File: config.mk
export PLATFORM = sky130hd
export DESIGN_NAME = csr_bus_arbiter
export DESIGN_NICKNAME = d
export VERILOG_FILES = /design/src/rtl/csr_bus_arbiter.sv
export SDC_FILE = /design/constraint.sdc
export NUM_CORES = 1
export LEC_CHECK = 0
export ABC_AREA = 1
export ABC_CLOCK_PERIOD_IN_PS = 1710
export CORE_AREA = 2 2 147 149
export CTS_CLUSTER_DIAMETER = 100
export DETAILED_ROUTE_END_ITERATION = 8
export DIE_AREA = 0 0 149 151
export GPL_ROUTABILITY_DRIVEN = 0
export GPL_TIMING_DRIVEN = 1
export PLACE_DENSITY_LB_ADDON = 0.12
export SLEW_MARGIN = 20
export SYNTH_ARGS = -nofsm -noshare
export SYNTH_HDL_FRONTEND = slang
export SYNTH_SLANG_ARGS = --single-unit
export TNS_END_PERCENT = 50
File: constraint.sdc
create_clock -name clk -period 1.71 [get_ports clk]
set_input_delay 0.171 -clock clk [delete_from_list [all_inputs] [get_ports clk]]
set_output_delay 0.171 -clock clk [all_outputs]
set_load 0.01 [all_outputs]
File: src/rtl/csr_bus_arbiter.sv
// ---------------------------------------------------------------------------
// csr_bus_arbiter
//
// Shares one CSR peripheral bus between two requesters (0 = core,
// 1 = debug/loader). Each access runs ISSUE -> COLLECT -> DONE: the bus
// fields are driven for one cycle, the registered peripheral responses are
// merged, and a one-cycle done pulse returns data and an error flag.
// An address decoded by zero or several peripherals is flagged as an error.
//
// Ports
//   clk, rstn              clock, asynchronous active-low reset
//   req0/req1              request, held until done, fields stable meanwhile
//   read0/1, modify0/1     read strobe and modify code of each requester
//   addr0/1, wdata0/1      CSR address and write data of each requester
//   done0/done1            one-cycle completion pulse to the owner
//   rdata_o, err_o         merged response, qualified by done0|done1
//   csr_read, csr_modify   bus strobes, driven during ISSUE only
//   csr_addr, csr_wdata    bus address / write data
//   csr_valid, csr_rdata   per-peripheral registered responses
// ---------------------------------------------------------------------------
module csr_bus_arbiter #(
    parameter int SLAVES = 6
) (
    input  logic                   clk,
    input  logic                   rstn,
    input  logic                   req0,
    input  logic                   req1,
    input  logic                   read0,
    input  logic                   read1,
    input  logic [2:0]             modify0,
    input  logic [2:0]             modify1,
    input  logic [11:0]            addr0,
    input  logic [11:0]            addr1,
    input  logic [31:0]            wdata0,
    input  logic [31:0]            wdata1,
    output logic                   done0,
    output logic                   done1,
    output logic [31:0]            rdata_o,
    output logic                   err_o,
    output logic                   csr_read,
    output logic [2:0]             csr_modify,
    output logic [11:0]            csr_addr,
    output logic [31:0]            csr_wdata,
    input  logic [SLAVES-1:0]      csr_valid,
    input  logic [32*SLAVES-1:0]   csr_rdata
);

    typedef enum logic [1:0] {
        IDLE,
        ISSUE,
        COLLECT,
        DONE
    } state_t;

    state_t      state, state_nx;
    logic        rr, rr_nx;
    logic        owner, owner_nx;
    logic        win;
    logic        read_nx;
    logic [2:0]  modify_nx;
    logic [11:0] addr_nx;
    logic [31:0] wdata_nx;
    logic        done0_nx, done1_nx;
    logic [31:0] rdata_nx;
    logic        err_nx;
    logic [31:0] merged_rdata;
    logic [4:0]  hit_count;

    // rr names the requester favoured on the next tie. It starts at the core
    // and is handed to the other side at every grant, so persistent
    // contention alternates 0,1,0,1.
    assign win = (req0 && req1) ? rr : req1;

    // OR-merge of all peripheral data (peripherals drive 0 when not valid)
    // and a count of how many peripherals claimed the address.
    always_comb begin
        merged_rdata = '0;
        hit_count    = '0;
        for (int i = 0; i < SLAVES; i++) begin
            merged_rdata = merged_rdata | csr_rdata[32*i +: 32];
            hit_count    = hit_count + 5'(csr_valid[i]);
        end
    end

    // Next-state and next-value logic for every registered output.
    always_comb begin
        state_nx  = state;
        rr_nx     = rr;
        owner_nx  = owner;
        read_nx   = csr_read;
        modify_nx = csr_modify;
        addr_nx   = csr_addr;
        wdata_nx  = csr_wdata;
        done0_nx  = 1'b0;
        done1_nx  = 1'b0;
        rdata_nx  = rdata_o;
        err_nx    = err_o;

        unique case (state)
            IDLE, DONE: begin
                // DONE arbitrates exactly like IDLE; an owner still holding
                // req here starts a fresh transaction.
                if (req0 || req1) begin
                    state_nx  = ISSUE;
                    owner_nx  = win;
                    rr_nx     = ~win;
                    read_nx   = win ? read1   : read0;
                    modify_nx = win ? modify1 : modify0;
                    addr_nx   = win ? addr1   : addr0;
                    wdata_nx  = win ? wdata1  : wdata0;
                end else begin
                    state_nx = IDLE;
                    addr_nx  = '0;
                end
            end
            ISSUE: begin
                // Strobes last one cycle so a modify has a single side effect.
                state_nx  = COLLECT;
                read_nx   = 1'b0;
                modify_nx = 3'b000;
            end
            COLLECT: begin
                state_nx = DONE;
                rdata_nx = merged_rdata;
                err_nx   = (hit_count != 5'd1);
                done0_nx = ~owner;
                done1_nx = owner;
            end
            default: state_nx = IDLE;
        endcase
    end

    always_ff @(posedge clk or negedge rstn) begin
        if (!rstn) begin
            state      <= IDLE;
            rr         <= 1'b0;
            owner      <= 1'b0;
            csr_read   <= 1'b0;
            csr_modify <= 3'b000;
            csr_addr   <= '0;
            csr_wdata  <= '0;
            done0      <= 1'b0;
            done1      <= 1'b0;
            rdata_o    <= '0;
            err_o      <= 1'b0;
        end else begin
            state      <= state_nx;
            rr         <= rr_nx;
            owner      <= owner_nx;
            csr_read   <= read_nx;
            csr_modify <= modify_nx;
            csr_addr   <= addr_nx;
            csr_wdata  <= wdata_nx;
            done0      <= done0_nx;
            done1      <= done1_nx;
            rdata_o    <= rdata_nx;
            err_o      <= err_nx;
        end
    end

endmodule
==> Yosys cells after proc, flatten, opt, wreduce, memory -nomap -nowiden <==
Index checks and enable logic that the tools add are counted.
{ "word_totals": {"input_bits": 298, "register_bits": 87, "out_inout_bits": 83, "elab_cells": 49} }
{ "op_classes": {"add_sub_neg": 5, "n_eq_ne": 5, "n_mux": 14, "bitwise_logic": 7, "n_reduce_logical": 7} }
{ "op_table": {"columns": ["op", "count"], "rows": [
  ["$or A32 B32 Y32", 5],
  ["$mux W32", 1],
  ["$mux W12", 2],
  ["$mux W1", 6],
  ["$mux W3", 2],
  ["$pmux W2 S3", 1],
  ["$pmux W3 S2", 1],
  ["$add A4 B1 Y5", 1],
  ["$add A5 B1 Y5", 1],
  ["$ne A5 B1 Y1 const B", 1],
  ["$add A3 B1 Y4", 1],
  ["$eq A2 B2 Y1 const B", 2],
  ["$reduce_and A2 Y1", 2],
  ["$add A2 B1 Y3", 1],
  ["$add A1 B1 Y2", 1],
  ["$eq A2 B1 Y1 const B", 1],
  ["$logic_not A2 Y1", 1],
  ["$ne A2 B2 Y1 const B", 1],
  ["$not A1 Y1", 2],
  ["$pmux W1 S2", 1],
  ["$reduce_bool A2 Y1", 1],
  ["$reduce_or A2 Y1", 1],
  ["$logic_and A1 B1 Y1", 1],
  ["$logic_or A1 B1 Y1", 1]
]} }

==> Longest topological paths before layout <==
Gate-level depths: netlist of run 1.
{ "depth": {"depth_word": 6, "mapped_depth": 10, "mapped_depth_nobuf": 8} }

==> Least setup slack after synthesis of run 1 <==
Ideal clock, no wire load.
{ "synth_timing": {"kind": "in2reg", "startpoint": "in csr_valid[0]", "endpoint": "reg err_o", "setup_time_ns": 0.138, "arrival_time_ns": 2.014, "stages": 8, "setup_slack_ns": -0.442, "n_path_buf": 0, "t_required_ns": 1.572, "cell_sequence": "inv_1 -> fa_1 -> fa_1 -> inv_1 -> ha_1 -> fa_1 -> nor2_1 -> a31oi_1"} }
{ "synth_via": {"elab_chain_len": 6} }
{ "synth_rtl": {"columns": ["element", "line", "rtl"], "rows": [
  ["start, declared", "44", "input logic [SLAVES-1:0] csr_valid,"],
  ["$add A1 B1 Y2", "81", "hit_count = hit_count + 5'(csr_valid[i]);"],
  ["$add A2 B1 Y3", "81", null],
  ["$add A3 B1 Y4", "81", null],
  ["$add A4 B1 Y5", "81", null],
  ["$add A5 B1 Y5", "81", null],
  ["$ne A5 B1 Y1", "125", "err_nx = (hit_count != 5'd1);"],
  ["end signal, assigned", "157", "err_o <= err_nx;"],
  ["end, declared", "39", "output logic err_o,"]
]} }
Every way passes these cells.
A chain may end at the register's enable or synchronous reset.

==> Final worst setup path of run 1 <==
{ "layout_timing": {"startpoint": "in csr_valid[1]", "endpoint": "reg err_o"} }
Same word-level chain as after synthesis.

==> flow_summary_export.csv, run 1 <==
group,metric,value,unit
clocking,cts_tree,"yes",
worst_hold_path,min_path_type,"input pin to flop",
floorplanning,row_count,53,
power_and_ir_drop,power,11.31,mW
power_and_ir_drop,p_per_area,1258,nW/um^2
status,status,"complete, but fails checks",
placement,dp_hpwl,16080,um
floorplanning,initial_utilization,0.2160,
cells_and_area,fin_nets,1232,
status,violations,"negative setup slack",
timing,fin_skew,7.713,ps
clocking,path_clk_slew,60,ps
cells_and_area,regArea,2177,sq um
floorplanning,core_area,20820,sq um
global_route,antenna_found_initial,0,
timing,slew_headroom,0.7063,
worst_setup_path,timing.rr.end,"csr_addr[9]",
clocking,clock_path_buffers,2,
timing,hold_violations,0,
routing,dr.pass1.iters,4,
worst_setup_path,crit_fanout,1,
routing,drt_iter0_drc,148,
worst_setup_path,required,1910,ps
cells_and_area,finalNonFillerCells,1208,
placement,dp.cells,1191,
timing,timing.fmax,530.7,MHz
synth,synth_cell_types,25,
global_route,grt_pass1_vias,5295,
timing,tightestPinTransition,440.5,ps
placement,io_buffers,380,
floorplanning,die_x,149,um
clocking,numClockSinks,87,
timing,setup_viol,1,
clocking,cts-root-buf,"clkbuf_16",
floorplanning,pin_count,381,
power_and_ir_drop,irDropWorstVdd,0.6851,mV
worst_setup_path,crit_path_end,"err_o",
synth,synth_top_cell_area_share,0.4841,
cells_and_area,antenna_cells,0,
synth,synth_nets,859,
timing,period_share,1.102,
routing,wl_per_cell,17.10,um
clocking,post-cts-setup-buffer-count,0,
synth,synth_seq_cells,87,
cells_and_area,final_common_cell,"clkdlybuf4s50_1",
synth,syn_inst,555,
cells_and_area,layout-drive-gt1-share,0.04930,
clocking,worstSkewPairLatency,340,ps
power_and_ir_drop,p_leak,3.649,nW
synth,yosysSeqAreaShare,0.4841,
routing,drc,0,
synth,synth_largest_area_cell,"dfrtp_1",
routing,drt_wl_total,20660,um
floorplanning,die_h,151,um
cells_and_area,nFillCells,2115,
worst_setup_path,r2r_cells,6,
synth,yosysWarnings,0,
worst_setup_path,end_kind,"flop",
flow_run,drv_cap,0,
worst_setup_path,arrival,2080,ps
global_route,grt_use_total,0.1779,
cells_and_area,multiInputGateArea,2051,sq um
worst_setup_path,regToRegStartpoint,"state[1]",
worst_setup_path,critPathLaunch,"csr_valid[1]",
synth,post_synth.cell_area_avg,8.102,sq um
timing,rsz0062_at_grt,"yes",
timing,setup_slack,-174.3,ps
global_route,grt_pass1_wl,30550,um
synth,synthesis.area,4497,sq um
worst_hold_path,min_path_cells,3,
cells_and_area,layout_common_cells,"clkdlybuf4s50_1, nor2_1, nand3_1, dfrtp_1, nand2_1",
routing,ant_nets,0,
global_route,overflow,0,
timing,slew_viol_final,0,
clocking,cts.htree.levels,3,
synth,synth_area_leaders,"dfrtp_1, nand3_1, nor2_1, nand4_1, nand2_1",
routing,vias,5289,
worst_setup_path,worstSetupPathType,"input pin to flop",
routing,via_per_inst,4.378,
worst_setup_path,cp-start-kind,"input pin",
global_route,grt_max_degree,47,
timing,finalCriticalPeriod,1884,ps
floorplanning,die-area,22500,sq um
clocking,cts_inserted_buffers,9,
worst_setup_path,regToRegSetupSlack,210,ps
cells_and_area,area_delta_synth_final,99.94,%
-- synth_stat cells, drive strengths merged --
| library cell | instances |
|---|---|
| fa | 3 |
| buf | 22 |
| nor2 | 101 |
| nand3 | 95 |
| inv | 19 |
| clkbuf | 15 |
| and2 | 32 |
| ha | 3 |
| nand2 | 60 |
| o21ai | 3 |
| a21oi | 32 |
| nand3b | 5 |
| dfrtp | 87 |
| clkinv | 1 |
| nor3 | 33 |
| nand4 | 43 |
| a31oi | 1 |
-- area by class of cell --
cell class,instances,share of cell area
inverter,20,0.009463
sequential,87,0.2421
multi-input combinational,411,0.2281
clock inverter,3,0.007515
tap,275,0.03827
clock buffer,13,0.02672
timing repair buffer,399,0.4478
-- state kept, by name, indices dropped and copies added (netlist names) --
name / flops
done0: 1
state: 2
csr_wdata: 32
csr_addr: 12
owner: 1
csr_modify: 3
rdata_o: 32
done1: 1
rr: 1
err_o: 1
csr_read: 1
-- power breakdown --
group | total, mW | internal [mW] | switching, mW
Clock | 2.12 | 1.29 | 0.834
Sequential | 3.14 | 2.78 | 0.361
Combinational | 6.05 | 2.86 | 3.19
Total | 11.3 | 6.93 | 4.39
-- critical path: stages --
cell and delay [ps]:
buf_6 70, inv_2 30, fa_1 480, fa_1 490
inv_1 40, ha_2 160, fa_1 430, nor2_1 110
a31oi_1 90
-- repair_timing --
item | CTS | global route
hold buffers | 1 | 0
endpoints found under the hold margin | 27 | 0
pin swaps | 6 | 2
gates resized for setup | 15 | 0
setup endpoints to repair | 1 | 1
cloned | 0 | 0
-- per-layer routing --
layer | global-route usage | vias to the layer above | part of all wire
met2 | 0.3276 | 242 | 0.52
met1 | 0.2018 | 2403 | 0.38
met4 | 0.05286 | 0 | 0.012
li1 | - | 2630 | -
met5 | 0 | - | 0
met3 | 0.04639 | 14 | 0.092
-- worst min-delay path by stage --
stage / start / endpoint / slack [ps]
finish: req1 / csr_addr[0] / 170
global route: req1 / csr_addr[0] / 200
CTS: req1 / csr_addr[0] / 150
detailed placement: rstn / csr_addr[8] / 140
global placement: rstn / csr_addr[7] / 150
floorplan: rstn / csr_addr[0] / -120
-- cells by family (layout without fill, tap and decap cells) --
group                      Yosys count  count (layout)  share of synthesized area
and+or+nand+nor                    369             369                     0.3918
DFF                                 87              87                     0.4841
buffers and inverters               57             435                    0.06205
AOI/OAI and AO/OA                   36              36                    0.04034
adders and majority gates            6               6                    0.02170
-- per-stage QoR --
stage | instance area [sq um] | setup slack (ps) | setup TNS [ps] | util | hold WS [ps]
after floorplan | 4507 | -393.8 | -393.8 | - | -124.6
after global placement | 8676 | -1056 | -1056 | 0.4167 | 145.0
after detailed placement | 8676 | -1090 | -1090 | 0.4167 | 142.2
after CTS | 8991 | -193.2 | -193.2 | 0.4318 | 153.9
after global routing | 8991 | -214.7 | -214.7 | 0.4318 | 198.4
final | 8991 | -174.3 | -174.3 | 0.4318 | 171.8
(Power assumes the default switching activity.)
==> run 2, diff against run 1 <==
Settings changed: ABC_CLOCK_PERIOD_IN_PS 1710 to unset.
==> results of run 2 <==
No change in the layout: final DEF, timing and power equal those of run 1.
==> run 3, diff against run 2 <==
Clock period 1.71 ns to 2.3 ns, I/O delays scaled along.
==> run 3 against run 2 <==
  * Design area decreased by 1.2%
  * Worst hold slack improved by 210 ps
  * Via count decreased by 0.45%
  * Power decreased by 28%
  * Clock power decreased by 29%
  * The flow now finishes without violations
==> flow_summary_export.csv, run 3 (synthesis results as in run 1) <==
group,metric,value,unit
cells_and_area,multiInputGateArea,2048,sq um
global_route,overflow,0,
timing,fin_skew,5.449,ps
placement,place_ws,-483.5,ps
worst_setup_path,cp_cell_sequence,"dlygate4sd2_1, inv_1, fa_1, fa_1, inv_1, ha_2, fa_1, nor2_1, a31oi_1",
clocking,path_clk_slew,70,ps
clocking,numClockSinks,87,
routing,ant_nets,0,
routing,dr.pass1.iters,4,
worst_setup_path,cpMostUsedCell,"fa_1",
worst_setup_path,worstSetupPathType,"input pin to flop",
floorplanning,pin_count,381,
clocking,cts.htree.levels,3,
clocking,clock_path_buffers,2,
worst_setup_path,critPathTopFamily,"adder cells",
clocking,cts_inserted_buffers,9,
timing,timing.fmax,469.5,MHz
power_and_ir_drop,p_int,4.929,mW
cells_and_area,fin_nets,1226,
worst_setup_path,arrival,2330,ps
cells_and_area,layout-drive-gt1-share,0.03888,
routing,via_per_inst,4.377,
cells_and_area,reg_top3,"csr_wdata (32), rdata_o (32), csr_addr (12)",
timing,slew_viol_final,0,
power_and_ir_drop,p_per_area,914.9,nW/um^2
floorplanning,die_h,151,um
timing,rsz0062_at_grt,"no",
power_and_ir_drop,irDropWorstVdd,0.8929,mV
timing,finalHoldWorstSlack,377.4,ps
flow_run,drv_cap,0,
power_and_ir_drop,switchingPower,3.196,mW
global_route,grt_use_total,0.1801,
cells_and_area,layout_common_cells,"clkdlybuf4s50_1, nor2_1, nand3_1, dfrtp_1, nand2_1",
cells_and_area,final_common_cell,"clkdlybuf4s50_1",
timing,setup_slack,170.2,ps
routing,wl_per_cell,17.35,um
power_and_ir_drop,sw_frac_of_total,0.3933,
timing,tightestPinTransition,519.7,ps
routing,drt_iter0_drc,147,
floorplanning,row_count,53,
power_and_ir_drop,clkPwrFrac,0.184,
routing,drc,0,
floorplanning,die-area,22500,sq um
power_and_ir_drop,power,8.124,mW
placement,dp.cells,1185,
timing,fin_setup_tns,0,ps
timing,slew_headroom,0.6536,
power_and_ir_drop,p_leak,3.608,nW
routing,drt_wl_total,20870,um
clocking,worstSkewPairLatency,340,ps
placement,io_buffers,380,
routing,vias,5265,
cells_and_area,design_area,8880,sq um
clocking,cts-root-buf,"clkbuf_16",
timing,period_share,0.9260,
floorplanning,die_x,149,um
placement,dp_hpwl,16000,um
floorplanning,core_area,20820,sq um
worst_setup_path,crit_fanout,1,
worst_hold_path,min_path_type,"input pin to asynchronous set/reset pin",
status,status,"finished, final reports clean",
timing,finalCriticalPeriod,2130,ps
clocking,cts_tree,"yes",
worst_setup_path,required,2500,ps
clocking,post-cts-setup-buffer-count,0,
timing,setup_viol,0,
cells_and_area,finalNonFillerCells,1203,
cells_and_area,area_delta_synth_final,97.47,%
worst_setup_path,max_stage_delay,520,ps
cells_and_area,nFillCells,2081,
timing,hold_violations,0,
global_route,grt_max_degree,56,
cells_and_area,regArea,2177,sq um
global_route,antenna_found_initial,1,
power_and_ir_drop,p_comb_frac,0.528,
floorplanning,initial_utilization,0.2160,
global_route,grt_pass1_wl,30610,um
power_and_ir_drop,p_seq_frac,0.288,
worst_setup_path,end_kind,"flop",
global_route,grt_pass1_vias,5295,
placement,dpl_cell_area,8568,sq um
worst_setup_path,path_buf_inv,3,
cells_and_area,final_util,0.4265,
worst_setup_path,slowest_stage,"fa_1",
worst_setup_path,cp-start-kind,"input pin",
[run 3: path summary, 6_finish.rpt]
path                         startpoint            end  slack [ps]  cells after the start
min in group clk                   req1       state[0]         390                      5
hold / removal                     rstn    csr_addr[6]         380                      2
setup / recovery           csr_valid[3]          err_o         170                      9
setup reg to reg               state[0]  csr_wdata[23]         590                      7
hold reg to reg                   owner          done0         450                      1
max in group asynchronous          rstn    rdata_o[21]        1220                      3
[run 3: routing by layer]
layer	track usage	up-vias	wire length [um]
li1	-	2620	-
met1	0.1961	2384	7732
met2	0.3233	237	10590
met3	0.06476	24	2117
met4	0.06381	0	429
met5	0	-	0
[run 3: power groups by stage]
stage | clock network, mW | logic, mW | registers (mW)
after global placement | 0 | 4.43 | 2.35
after CTS | 1.58 | 4.43 | 2.34
final | 1.50 | 4.29 | 2.34
after detailed placement | 0 | 4.42 | 2.36
after floorplan | 0 | 2.02 | 2.56
after global routing | 1.64 | 4.74 | 2.40
[run 3: what timing repair did]
item / 4_1_cts / 5_1_grt
gates resized for setup: 4 / 0
hold endpoints to repair: 32 / 0
hold buffers: 1 / 0
endpoints found under the setup margin: 1 / 0
[run 3: cell type report]
type,count,share of cell area
Antenna cell,2,0.0005636
Clock buffer,11,0.02846
Clock inverter,4,0.005073
Inverter,20,0.008736
Multi-Input combinational cell,411,0.2307
Sequential cell,87,0.2452
Tap cell,275,0.03875
Timing Repair Buffer,393,0.4426
